File: src/rtl/note_envelope.sv
// ADSR amplitude envelope: scales an offset-binary sample around 128 by an envelope level.
// sample_out is registered one cycle after sample_in; no flow control, one sample per cycle.
module note_envelope #(
  parameter int unsigned TICK_DIV      = 4096,
  parameter int unsigned ATTACK_STEP   = 16,
  parameter int unsigned DECAY_STEP    = 1,
  parameter int unsigned SUSTAIN_LEVEL = 160,
  parameter int unsigned RELEASE_STEP  = 4
) (
  input  logic       clk,
  input  logic       rst_n,
  input  logic [7:0] sample_in,
  input  logic       trigger,
  input  logic       gate,
  output logic [7:0] sample_out,
  output logic [7:0] level,
  output logic [2:0] env_state
);

  localparam int unsigned CW = $clog2(TICK_DIV);
  localparam logic [CW-1:0] CNT_MAX = CW'(TICK_DIV - 1);

  typedef enum logic [2:0] {
    S_IDLE    = 3'd0,
    S_ATTACK  = 3'd1,
    S_DECAY   = 3'd2,
    S_SUSTAIN = 3'd3,
    S_RELEASE = 3'd4
  } state_t;

  state_t        state_q, state_d;
  logic [7:0]    level_q, level_d;
  logic [CW-1:0] cnt_q, cnt_d;
  logic          tick;
  logic [9:0]    lvl10;
  logic [9:0]    atk_sum;

  assign tick    = (cnt_q == CNT_MAX);
  assign lvl10   = {2'b00, level_q};
  assign atk_sum = lvl10 + 10'(ATTACK_STEP);

  always_comb begin
    state_d = state_q;
    level_d = level_q;
    cnt_d   = tick ? '0 : cnt_q + CW'(1);
    if (trigger) begin
      // Retrigger keeps the current level so the new attack starts without a click.
      state_d = S_ATTACK;
      cnt_d   = '0;
    end else if (tick) begin
      if (!gate && (state_q == S_ATTACK || state_q == S_DECAY || state_q == S_SUSTAIN)) begin
        state_d = S_RELEASE;
      end else begin
        case (state_q)
          S_ATTACK: begin
            if (atk_sum >= 10'd255) begin
              level_d = 8'd255;
              state_d = S_DECAY;
            end else begin
              level_d = atk_sum[7:0];
            end
          end
          S_DECAY: begin
            if (lvl10 <= 10'(SUSTAIN_LEVEL + DECAY_STEP)) begin
              level_d = 8'(SUSTAIN_LEVEL);
              state_d = S_SUSTAIN;
            end else begin
              level_d = level_q - 8'(DECAY_STEP);
            end
          end
          S_RELEASE: begin
            if (lvl10 <= 10'(RELEASE_STEP)) begin
              level_d = 8'd0;
              state_d = S_IDLE;
            end else begin
              level_d = level_q - 8'(RELEASE_STEP);
            end
          end
          S_IDLE:  level_d = 8'd0;
          default: level_d = level_q;
        endcase
      end
    end
  end

  // Signed product fits 17 bits; floor shift then re-bias to offset binary.
  logic signed [8:0]  s_centered;
  logic signed [16:0] prod;
  logic [7:0]         sample_d;

  assign s_centered = $signed({1'b0, sample_in}) - 9'sd128;
  assign prod       = 17'(s_centered) * 17'($signed({1'b0, level_q}));
  assign sample_d   = 8'(prod >>> 8) + 8'd128;

  always_ff @(posedge clk) begin
    if (!rst_n) begin
      state_q    <= S_IDLE;
      level_q    <= 8'd0;
      cnt_q      <= '0;
      sample_out <= 8'd128;
    end else begin
      state_q    <= state_d;
      level_q    <= level_d;
      cnt_q      <= cnt_d;
      sample_out <= sample_d;
    end
  end

  assign level     = level_q;
  assign env_state = state_q;

endmodule

File: config.mk
export PLATFORM = sky130hd
export DESIGN_NAME = note_envelope
export DESIGN_NICKNAME = d
export VERILOG_FILES = /design/src/rtl/note_envelope.sv
export SDC_FILE = /design/constraint.sdc
export NUM_CORES = 1
export LEC_CHECK = 0
export ABC_AREA = 0
export BUFFER_PORTS_ARGS = -buffer_cell sky130_fd_sc_hd__buf_2
export CAP_MARGIN = 20
export CORE_ASPECT_RATIO = 0.7
export CORE_MARGIN = 2
export CORE_UTILIZATION = 44
export DETAILED_ROUTE_END_ITERATION = 10
export SYNTH_ARGS = -nofsm -noshare
export SYNTH_HDL_FRONTEND = slang
export SYNTH_SLANG_ARGS = --single-unit
File: constraint.sdc
create_clock -name clk -period 5.5 [get_ports clk]
set_clock_uncertainty 0.05 [all_clocks]
set_input_delay 1.1 -clock clk [delete_from_list [all_inputs] [get_ports clk]]
set_output_delay 1.1 -clock clk [all_outputs]
set_load 0.05 [all_outputs]
== Word-level counts from Yosys, hierarchy flattened ==
Cells that the tools add are included.
Operators by class
  add/subtract/negate cells: 6
  multiply operators: 1
  magnitude comparators: 3
  eq/ne operators: 11
  mux-type cells: 11
  bitwise logic cells: 3
  reductions and logical operators: 14
Operator list (number)
  $pmux 8 s4: 1
  $mux 8: 3
  $mul 9x9->16: 1
  $add 12x1->12 const B: 1
  $eq 12x12->1 const B: 1
  $mux 3: 4
  $reduce_and 5->1: 2
  $add 8x5->9 const B: 1
  $ge 9x8->1 const B: 1
  $pmux 3 s3: 1
  $sub 8x8->9 const B: 1
  $add 8x8->8 const B: 1
  $le 8x3->1 const B: 1
  $le 8x8->1 const B: 1
  $ne 4x2->1 const B: 2
  $reduce_bool 4->1: 2
  $sub 8x1->8 const B: 1
  $sub 8x3->8 const B: 1
  $eq 3x2->1 const B: 2
  $ne 3x1->1 const B: 2
  $reduce_bool 5->1: 1
  $ne 4x4->1 const B: 1
  $reduce_and 4->1: 1
  $eq 3x1->1 const B: 1
  11 further kinds: 15
Word-level totals
  register bits after elaboration: 31
  input bits: 12
  output and inout port bits: 19
  logic and storage cells: 54

== Longest topological paths before layout ==
Gate-level depths: netlist of run 1.
  depth after elaboration: 7
  depth in mapped cells: 18
  depth with buffers taken out: 17

== Worst setup path after synthesis of run 1 ==
OpenSTA, ideal clock, no wires.
  kind: input -> register
  start: input sample_in[3]
  end: register sample_out[4]
  library setup time: 116 ps
  arrival time: 4784 ps
  required time: 5334 ps
  path slack: 551 ps
  stages: 16
  path buffers: 0
  cell sequence: and2_1 > fa_1 > inv_1 > fa_1 > inv_1 > fa_1 > inv_1 > fa_1 > inv_1 > ha_1 > nor4_1 > o21ai_1 > a41oi_2 > nor2b_1 > or3_1 > and3_1
Between the ends
  longest elaborated chain between the ends: 3
RTL lines
  start: declaration: RTL line 12  | input logic [7:0] sample_in,
  $sub 8x8->9: RTL line 91  | assign s_centered = $signed({1'b0, sample_in}) - 9'sd128;
  $mul 9x9->16: RTL line 92  | assign prod = 17'(s_centered) * 17'($signed({1'b0, level_q}));
  $add 8x8->8: RTL line 93  | assign sample_d = 8'(prod >>> 8) + 8'd128;
  end signal: assignment: RTL line 105  | sample_out <= sample_d;
  end: declaration: RTL line 15  | output logic [7:0] sample_out,
Every way passes these cells.
A chain may end at the register's enable or synchronous reset.

== Worst setup path after layout of run 1 ==
  start: input sample_in[7]
  end: register sample_out[4]
The elaborated chain is that of the path after synthesis.

==> impl_metrics.json, run 1 <==
{
  "status": "finished, final reports clean",
  "dpl_cell_area_um2": 4527,
  "path_class": "in -> reg",
  "via_per_inst": 5.179,
  "period_minus_slack_ps": 5122,
  "clk_path_buf_depth": 2,
  "cts_max_level": 2,
  "min_from": "cnt_q[0]$_SDFF_PP0_",
  "p_int_w": 0.0004273,
  "antenna_found_initial": 0,
  "drc": 0,
  "grt_max_degree": 21,
  "fmax_mhz": 195.2,
  "hp-class": "reg -> reg",
  "ys_warn_count": 0,
  "portBuffers": 30,
  "cts_setup_buffers": 0,
  "path_clk_slew_ps": 60,
  "worst_slew_pin_slew_ps": 1072,
  "r2r_start": "level[2]$_SDFFE_PN0P_",
  "hold_viol": 0,
  "crit_buf_inv": 4,
  "yosysUniqueCellTypes": 56,
  "cap_violations": 0,
  "synth_flop_cell": "dfxtp_1",
  "cpMostUsedCell": "fa_1",
  "sequentialPowerShare_pct": 40.6,
  "fin_setup_tns_ps": 0,
  "root_buffer": "clkbuf_16",
  "combPwrFrac_pct": 5.2,
  "required_ps": 5630,
  "relSlewSlack_pct": 27.95,
  "synth_seq_area_share_pct": 14.67,
  "peakVddDrop_mv": 0.1015,
  "drive_above_1_share_pct": 10.88,
  "switching_power_w": 0.0001351,
  "leakage_nw": 2.302,
  "numCtsBuffers": 5,
  "fin_area_um2": 4687,
  "crit_start": "sample_in[7]",
  "grt_pass1_vias": 3443,
  "drt-total-wl_um": 9954,
  "rsz0062_at_grt": "false",
  "start_util_pct": 45.89,
  "setup_viol": 0,
  "synth_edf_count": 0,
  "grtUsageTotal_pct": 21.07,
  "core_um2": 9216,
  "ios": 31,
  "synthCells": 494,
  "diodes": 0,
  "grt_pass1_wl_um": 17300,
  "overflow": 0,
  "dr.pass1.iters": 4,
  "cpPeakStageDelay_ps": 550,
  "dieHeight_um": 86.03,
  "hpwl_um": 7792,
  "syn_nets": 597,
  "synth_seq_cells": 31,
  "clock_latency_ps": 290,
  "powerDensity_nw_per_um2": 120.0,
  "final_nets": 626,
  "crit_path_end_kind": "flop",
  "avgSynthCellArea_um2": 8.561,
  "worstPathMaxFanout": 8,
  "syn-cell-area_um2": 4229,
  "post_drt_wl_per_cell_um": 15.36,
  "cts.sinks": 31,
  "arrival_ps": 5260,
  "critPathTopFamily": "adder cells",
  "fp.dieW_um": 121.2,
  "antenna_left": 0,
  "drv_slew": 0,
  "die_area_um2": 10420,
  "fp-row-count": 29,
  "ys_async_sr_fraction_pct": 0,
  "fin_util_pct": 50.86,
  "cp_cell_sequence": "buf_2 -> nand2b_1 -> inv_1 -> fa_1 -> fa_1 -> fa_1 -> inv_1 -> fa_1 -> inv_1 -> ha_1 -> nor4_1 -> o21ai_1 -> a41oi_2 -> nor2b_1 -> or3_1 -> and3_1",
  "area_growth_pct": 10.83,
  "drt-initial-drc-count": 289,
  "hold_buffers": 0,
  "pwr-share-clk_pct": 54.1,
  "fin_crit_sh_pct": 93.13,
  "cts_resized": 0,
  "critPathLaunchType": "primary input",
  "cts_tree": "built",
  "whs_ps": 418.9,
  "slowest_stage": "fa_1",
  "vias": 3356,
  "gp_congestion": 0.8688,
  "p_sw_share_pct": 24.02
}
==> cell usage after synthesis (all sizes together) (2+ instances only) <==
library cell	number	area (µm²)
o21a	2	15.01
nand2b	15	93.84
o31ai	3	22.52
nand4b	6	52.55
and2	45	281.5
inv	84	315.3
o21ai	15	75.07
nand3	10	50.05
a211oi	3	22.52
nand3b	2	15.01
clkbuf	10	37.54
nand2	31	116.4
nor3b	5	47.54
a21oi	20	100.1
a21o	4	30.03
a31oi	4	25.02
fa	51	1021
or3	4	25.02
or2	2	12.52
nor2b	3	18.77
nor2	27	101.4
o311ai	2	25.03
nand4	2	27.53
and3	5	31.28
nor3	11	55.05
ha	40	500.5
a21boi	3	22.52
and4	2	22.52
nor4	3	18.77
xor2	9	78.83
xnor2	14	122.6
o221a	2	22.52
dfxtp	31	620.6
o2111ai	2	23.77
buf	6	30.03
and3b	2	17.52
==> stage by stage <==
step | std cells | total power (W) | setup WS [ps]
final | 648 | 0.0005624 | 377.8
after global routing | 648 | 0.0005823 | 56.32
after CTS | 648 | 0.0005699 | 381.3
after detailed placement | 640 | 0.0002623 | 104.1
after global placement | 640 | 0.0002611 | 145.8
after floorplan | 494 | 0.0002470 | 550.6
==> cells in the final DEF, fill, tap and decap left out, types with 3 or more instances in the layout <==
cell type  instances
inv_1             84
fa_1              51
and2_1            45
ha_1              40
nand2_1           31
dfxtp_1           31
buf_2             30
nor2_1            27
a21oi_1           20
nand2b_1          15
xnor2_1           14
o21ai_0           13
nor3_1            11
nand3_1           10
xor2_1             9
buf_4              8
nand4b_1           6
and3_1             5
clkbuf_16          5
or3_1              4
a21o_1             4
a31oi_1            4
nor2b_1            3
o31ai_1            3
a211oi_1           3
a21boi_0           3
nor3b_1            3
nor4_1             3
==> cell type report <==
type                    instances  area (µm²)
clock buffers                   7       152.6
clock inverters                 1       7.507
fillers                       909        4529
inverters                      84       315.3
multi-input cells             363        3226
flip-flops and latches         31       620.6
well taps                     124       155.1
repair buffers                 38       210.2
==> sequential cells by signal, summed over array words and instances (netlist names) <==
signal and cells:
sample_out 8, cnt_q 12, env_state 3, level 8
==> final timing paths <==
path / endpoint / slack (ps) / depth (start not counted)
max: sample_out[4]$_SDFF_PN0_ / 380 / 16
min: cnt_q[0]$_SDFF_PP0_ / 420 / 1
max reg2reg: sample_out[4]$_SDFF_PN0_ / 840 / 14
min reg2reg: cnt_q[0]$_SDFF_PP0_ / 420 / 1
==> cell families after synthesis <==
logic type | synth area share (%)
xor+xnor | 4.763
fa+ha+maj | 35.98
flops | 14.67
compound gates | 11.33
mux | 0.2367
simple gates | 23.96
buf+inv | 9.053
==> layer usage <==
metal  GRT usage, %  share of wire (%)
met5              0                  0
met2          31.26                 42
met1          31.82                 51
met3          3.923                6.1
met4          4.598               0.89
==> power by group through the flow <==
stage / Clock (W) / Combinational, W / Sequential [W]
finish: 0.000305 / 0.0000293 / 0.000229
global route: 0.000322 / 0.0000318 / 0.000229
CTS: 0.000312 / 0.0000290 / 0.000228
detailed placement: 0 / 0.0000289 / 0.000233
global placement: 0 / 0.0000277 / 0.000233
floorplan: 0 / 0.0000134 / 0.000234
No activity file was read; power rests on OpenSTA's default activity.
==> inputs of run 2 (changes only) <==
Clock period 5.5 ns to 5.65 ns, I/O delays scaled along.
==> run 2 against run 1 <==
Net effect:
- cell area up 0.13%
- die area unchanged
- core utilization up 0.068 points
- combinational power down 5%
- via count down 0.36%
- clock power up 7.2%
- wire length down 3.6%
- first-iteration DRC count down 12%
- critical path depth unchanged
- largest cell class unchanged
==> impl_metrics.json, run 2 (synthesis results as in run 1) <==
{
  "status": "finished, final reports clean",
  "relSlewSlack_pct": 48.05,
  "cts_max_level": 2,
  "fin_area_um2": 4693,
  "hold_depth": 1,
  "hold_viol": 0,
  "vias": 3344,
  "cap_violations": 0,
  "worst_slew_pin_slew_ps": 778.2,
  "cts_resized": 0,
  "overflow": 0,
  "dr.pass1.iters": 4,
  "cp_cell_sequence": "buf_2 -> nand2b_1 -> inv_1 -> fa_1 -> fa_1 -> fa_1 -> inv_1 -> fa_1 -> inv_1 -> ha_1 -> nor4_1 -> o21ai_1 -> a41oi_2 -> nor2b_1 -> or3_1 -> and3_1",
  "fp-row-count": 29,
  "drc": 0,
  "path_clk_slew_ps": 60,
  "grt_pass1_vias": 3313,
  "grtUsageTotal_pct": 20.15,
  "post_drt_wl_per_cell_um": 14.83,
  "mostFrequentLayoutCells": "84 x inv_1, 51 x fa_1, 45 x and2_1",
  "core_um2": 9216,
  "fin_setup_tns_ps": 0,
  "largest_register": "cnt_q",
  "dieHeight_um": 86.03,
  "hold_buffers": 0,
  "cts.sinks": 31,
  "setup_ws_ps": 546.1,
  "place_inst": 638,
  "powerDensity_nw_per_um2": 123.1,
  "whs_ps": 416.0,
  "worstPathMaxFanout": 8,
  "hp-class": "reg -> reg",
  "die_area_um2": 10420,
  "critPathLaunchType": "primary input",
  "pre_cts_ws_ps": 221.4,
  "gp_congestion": 0.8476,
  "fin_cells": 647,
  "ff2ff_path_depth": 16,
  "dpl_cell_area_um2": 4512,
  "drt-total-wl_um": 9597,
  "clk_path_buf_depth": 2,
  "start_util_pct": 45.89,
  "arrival_ps": 5230,
  "largest_register_ffs": 12,
  "antenna_left": 0,
  "drive_above_1_share_pct": 10.71,
  "min_from": "cnt_q[0]$_SDFF_PP0_",
  "crit_path_end_kind": "flop",
  "cpPeakStageDelay_ps": 530,
  "cts_setup_buffers": 0,
  "ios": 31,
  "final_nets": 625,
  "diodes": 0,
  "root_buffer": "clkbuf_16",
  "hpwl_um": 7582,
  "r2r-end": "sample_out[4]$_SDFF_PN0_",
  "drv_slew": 0,
  "portBuffers": 30,
  "rrSetupSlack_ps": 970,
  "cts_tree": "built",
  "grt_pass1_wl_um": 16520,
  "rsz0062_at_grt": "false",
  "numCtsBuffers": 5,
  "slowest_stage": "fa_1",
  "required_ps": 5780,
  "antenna_found_initial": 0,
  "crit_buf_inv": 4,
  "final_common_cell": "inv_1",
  "fmax_mhz": 195.9,
  "area_growth_pct": 10.98,
  "peakVddDrop_mv": 0.1058,
  "holdPathEnd": "cnt_q[0]$_SDFF_PP0_",
  "path_class": "in -> reg",
  "grt_max_degree": 23,
  "setup_viol": 0,
  "cpMostUsedCell": "fa_1",
  "critPathTopFamily": "adder cells",
  "leakage_nw": 2.307,
  "fin_crit_sh_pct": 90.34,
  "fp.dieW_um": 121.2,
  "period_minus_slack_ps": 5104,
  "via_per_inst": 5.168,
  "r2r_start": "level[6]$_SDFFE_PN0P_",
  "clock_latency_ps": 290,
  "drt-initial-drc-count": 253
}
==> run 2: cell types whose count changed in the layout (fill, tap and decap cells not counted) <==
| cell | change |
|---|---|
| buf_4 | -2 |
| bufinv_16 | +1 |
| clkbuf_4 | +1 |
| clkbuf_8 | -1 |
| clkinv_2 | +1 |
| clkinvlp_4 | -1 |
==> run 2: routing by layer <==
metal,vias to the layer above,track usage (%),share of wire (%)
li1,1659,-,-
met1,1616,30.24,53
met2,61,30.18,42
met3,8,4.056,4.8
met4,0,3.762,0.75
met5,-,0,0
==> run 2: how the worst max path moves through the flow <==
stage / startpoint / endpoint / cells after the start
5_1_grt: sample_in[7] / sample_out[4]$_SDFF_PN0_ / 16
4_1_cts: sample_in[7] / sample_out[4]$_SDFF_PN0_ / 16
2_1_floorplan: sample_in[3] / sample_out[4]$_SDFF_PN0_ / 16
3_3_place_gp: sample_in[3] / sample_out[4]$_SDFF_PN0_ / 17
3_5_place_dp: sample_in[7] / sample_out[4]$_SDFF_PN0_ / 16
6_report: sample_in[7] / sample_out[4]$_SDFF_PN0_ / 16
==> run 2: where the power goes <==
part / internal (W) / switching, W
registers: 0.000220 / 0.00000260
logic: 0.00000863 / 0.0000192
clock network: 0.000219 / 0.000108
total: 0.000448 / 0.000130
==> run 2: final cells by class <==
type	instances	area, µm²
Tap cell	124	155.1
Sequential cell	31	620.6
Fill cell	915	4523
Inverter	84	315.3
Timing Repair Buffer	37	202.7
Clock inverter	2	35.03
Multi-Input combinational cell	363	3226
Clock buffer	6	138.9
==> run 2: metrics by stage <==
step	power (W)	util [%]
2_1_floorplan	0.0002405	-
3_3_place_gp	0.0002542	48.95
3_5_place_dp	0.0002548	48.95
4_1_cts	0.0005857	50.84
5_1_grt	0.0005972	50.92
6_report	0.0005777	50.92
==> inputs of run 3 (changes only) <==
Settings changed: CTS_BUF_LIST set to sky130_fd_sc_hd__clkbuf_8.
==> run 3 against run 2 <==
Net effect:
- clock-buffer cell count unchanged
- non-clock buffer count unchanged
- die area unchanged
- critical path depth unchanged
- register-to-register slack about the same
- critical path type unchanged
- critical endpoint unchanged
==> impl_metrics.json, run 3 (synthesis results as in run 1) <==
{
  "vias": 3340,
  "cap_violations": 0,
  "grt_pass1_wl_um": 16510,
  "drv_slew": 0,
  "arrival_ps": 5250,
  "relSlewSlack_pct": 47.55,
  "dieHeight_um": 86.03,
  "mostFrequentLayoutCells": "84 x inv_1, 51 x fa_1, 45 x and2_1",
  "area_growth_pct": 9.645,
  "antenna_found_initial": 0,
  "gp_congestion": 0.8476,
  "drt-initial-drc-count": 195,
  "fillers": 923,
  "crit_path_end_kind": "flop",
  "drive_above_1_share_pct": 10.71,
  "fmax_mhz": 196.0,
  "final_common_cell": "inv_1",
  "rsz0062_at_grt": "false",
  "cts.sinks": 31,
  "whs_ps": 418.9,
  "crit_start": "sample_in[7]",
  "rrSetupSlack_ps": 980,
  "largest_register": "cnt_q",
  "fin_crit_sh_pct": 90.31,
  "grt_pass1_vias": 3325,
  "core_um2": 9216,
  "status": "finished, final reports clean",
  "seqCellArea_um2": 620.6,
  "post_drt_wl_per_cell_um": 14.81,
  "clk_path_buf_depth": 2,
  "period_minus_slack_ps": 5103,
  "multi_input_area_um2": 3226,
  "critPathLaunchType": "primary input",
  "cts_max_level": 2,
  "root_buffer": "clkbuf_8",
  "ff2ff_path_depth": 16,
  "antenna_left": 0,
  "cts_setup_buffers": 0,
  "clock_latency_ps": 300,
  "diodes": 0,
  "fp.dieW_um": 121.2,
  "setup_viol": 0,
  "fin_setup_tns_ps": 0,
  "fp-row-count": 29,
  "path_clk_slew_ps": 70,
  "numCtsBuffers": 5,
  "endpoint": "sample_out[4]$_SDFF_PN0_",
  "hpwl_um": 7582,
  "dr.pass1.iters": 5,
  "start_util_pct": 45.89,
  "cts_tree": "built",
  "overflow": 0,
  "worst_slew_pin_slew_ps": 785.4,
  "worstPathMaxFanout": 8,
  "via_per_inst": 5.162,
  "hold_depth": 1,
  "hold_viol": 0,
  "largest_register_ffs": 12,
  "grt_max_degree": 23,
  "grtUsageTotal_pct": 20.07,
  "hp-class": "reg -> reg",
  "required_ps": 5800,
  "r2r_start": "level[6]$_SDFFE_PN0P_",
  "die_area_um2": 10420,
  "hold_buffers": 0,
  "cts_resized": 0,
  "path_class": "in -> reg",
  "peakVddDrop_mv": 0.09328,
  "portBuffers": 30,
  "drt-total-wl_um": 9585,
  "p_total_w": 0.0004899,
  "drc": 0,
  "final_nets": 625,
  "ios": 31,
  "leakage_nw": 2.281,
  "r2r-end": "sample_out[4]$_SDFF_PN0_",
  "powerDensity_nw_per_um2": 105.7
}
==> run 3: how the worst min path moves through the flow <==
stage	endpoint	startpoint	slack, ps
2_1_floorplan	cnt_q[0]$_SDFF_PP0_	cnt_q[0]$_SDFF_PP0_	380
3_3_place_gp	cnt_q[0]$_SDFF_PP0_	cnt_q[0]$_SDFF_PP0_	400
3_5_place_dp	cnt_q[0]$_SDFF_PP0_	cnt_q[0]$_SDFF_PP0_	400
4_1_cts	cnt_q[0]$_SDFF_PP0_	cnt_q[0]$_SDFF_PP0_	420
5_1_grt	cnt_q[0]$_SDFF_PP0_	cnt_q[0]$_SDFF_PP0_	450
6_report	cnt_q[0]$_SDFF_PP0_	cnt_q[0]$_SDFF_PP0_	420
==> run 3: final cells by class <==
type | instances | share of cell area (%)
sequential | 31 | 13.38
clock buffer | 6 | 1.781
inverter | 84 | 6.800
tap | 124 | 3.346
timing repair buffer | 37 | 4.371
clock inverter | 2 | 0.7555
multi-input combinational | 363 | 69.56
==> run 3: stage by stage <==
stage	setup slack, ps	area [µm²]	utilization, %	instances
after floorplan	670.6	4229	-	494
after global placement	322.1	4512	48.95	638
after detailed placement	221.4	4512	48.95	638
after CTS	548.7	4629	50.23	646
after global routing	277.4	4637	50.31	647
final	547.4	4637	50.31	647
==> run 3: where the power goes <==
group          switching, W  internal [W]
logic             0.0000192    0.00000864
clock network     0.0000972      0.000143
registers        0.00000261      0.000220
==> run 3: worst max-delay path, cell delays in order <==
cell and delay [ps]:
buf_2 150, nand2b_1 250, inv_1 90, fa_1 530, fa_1 450, fa_1 500
inv_1 50, fa_1 530, inv_1 40, ha_1 220, nor4_1 220, o21ai_1 190
a41oi_2 340, nor2b_1 90, or3_1 300, and3_1 160
==> run 3: per-layer routing <==
| layer | vias to the layer above | wire length (µm) | track usage (%) | share of wire (%) |
|---|---|---|---|---|
| li1 | 1659 | - | - | - |
| met4 | 0 | 69 | 3.448 | 0.72 |
| met1 | 1607 | 5047 | 30.12 | 53 |
| met2 | 66 | 4060 | 30.34 | 42 |
| met5 | - | 0 | 0 | 0 |
| met3 | 8 | 409 | 3.856 | 4.3 |
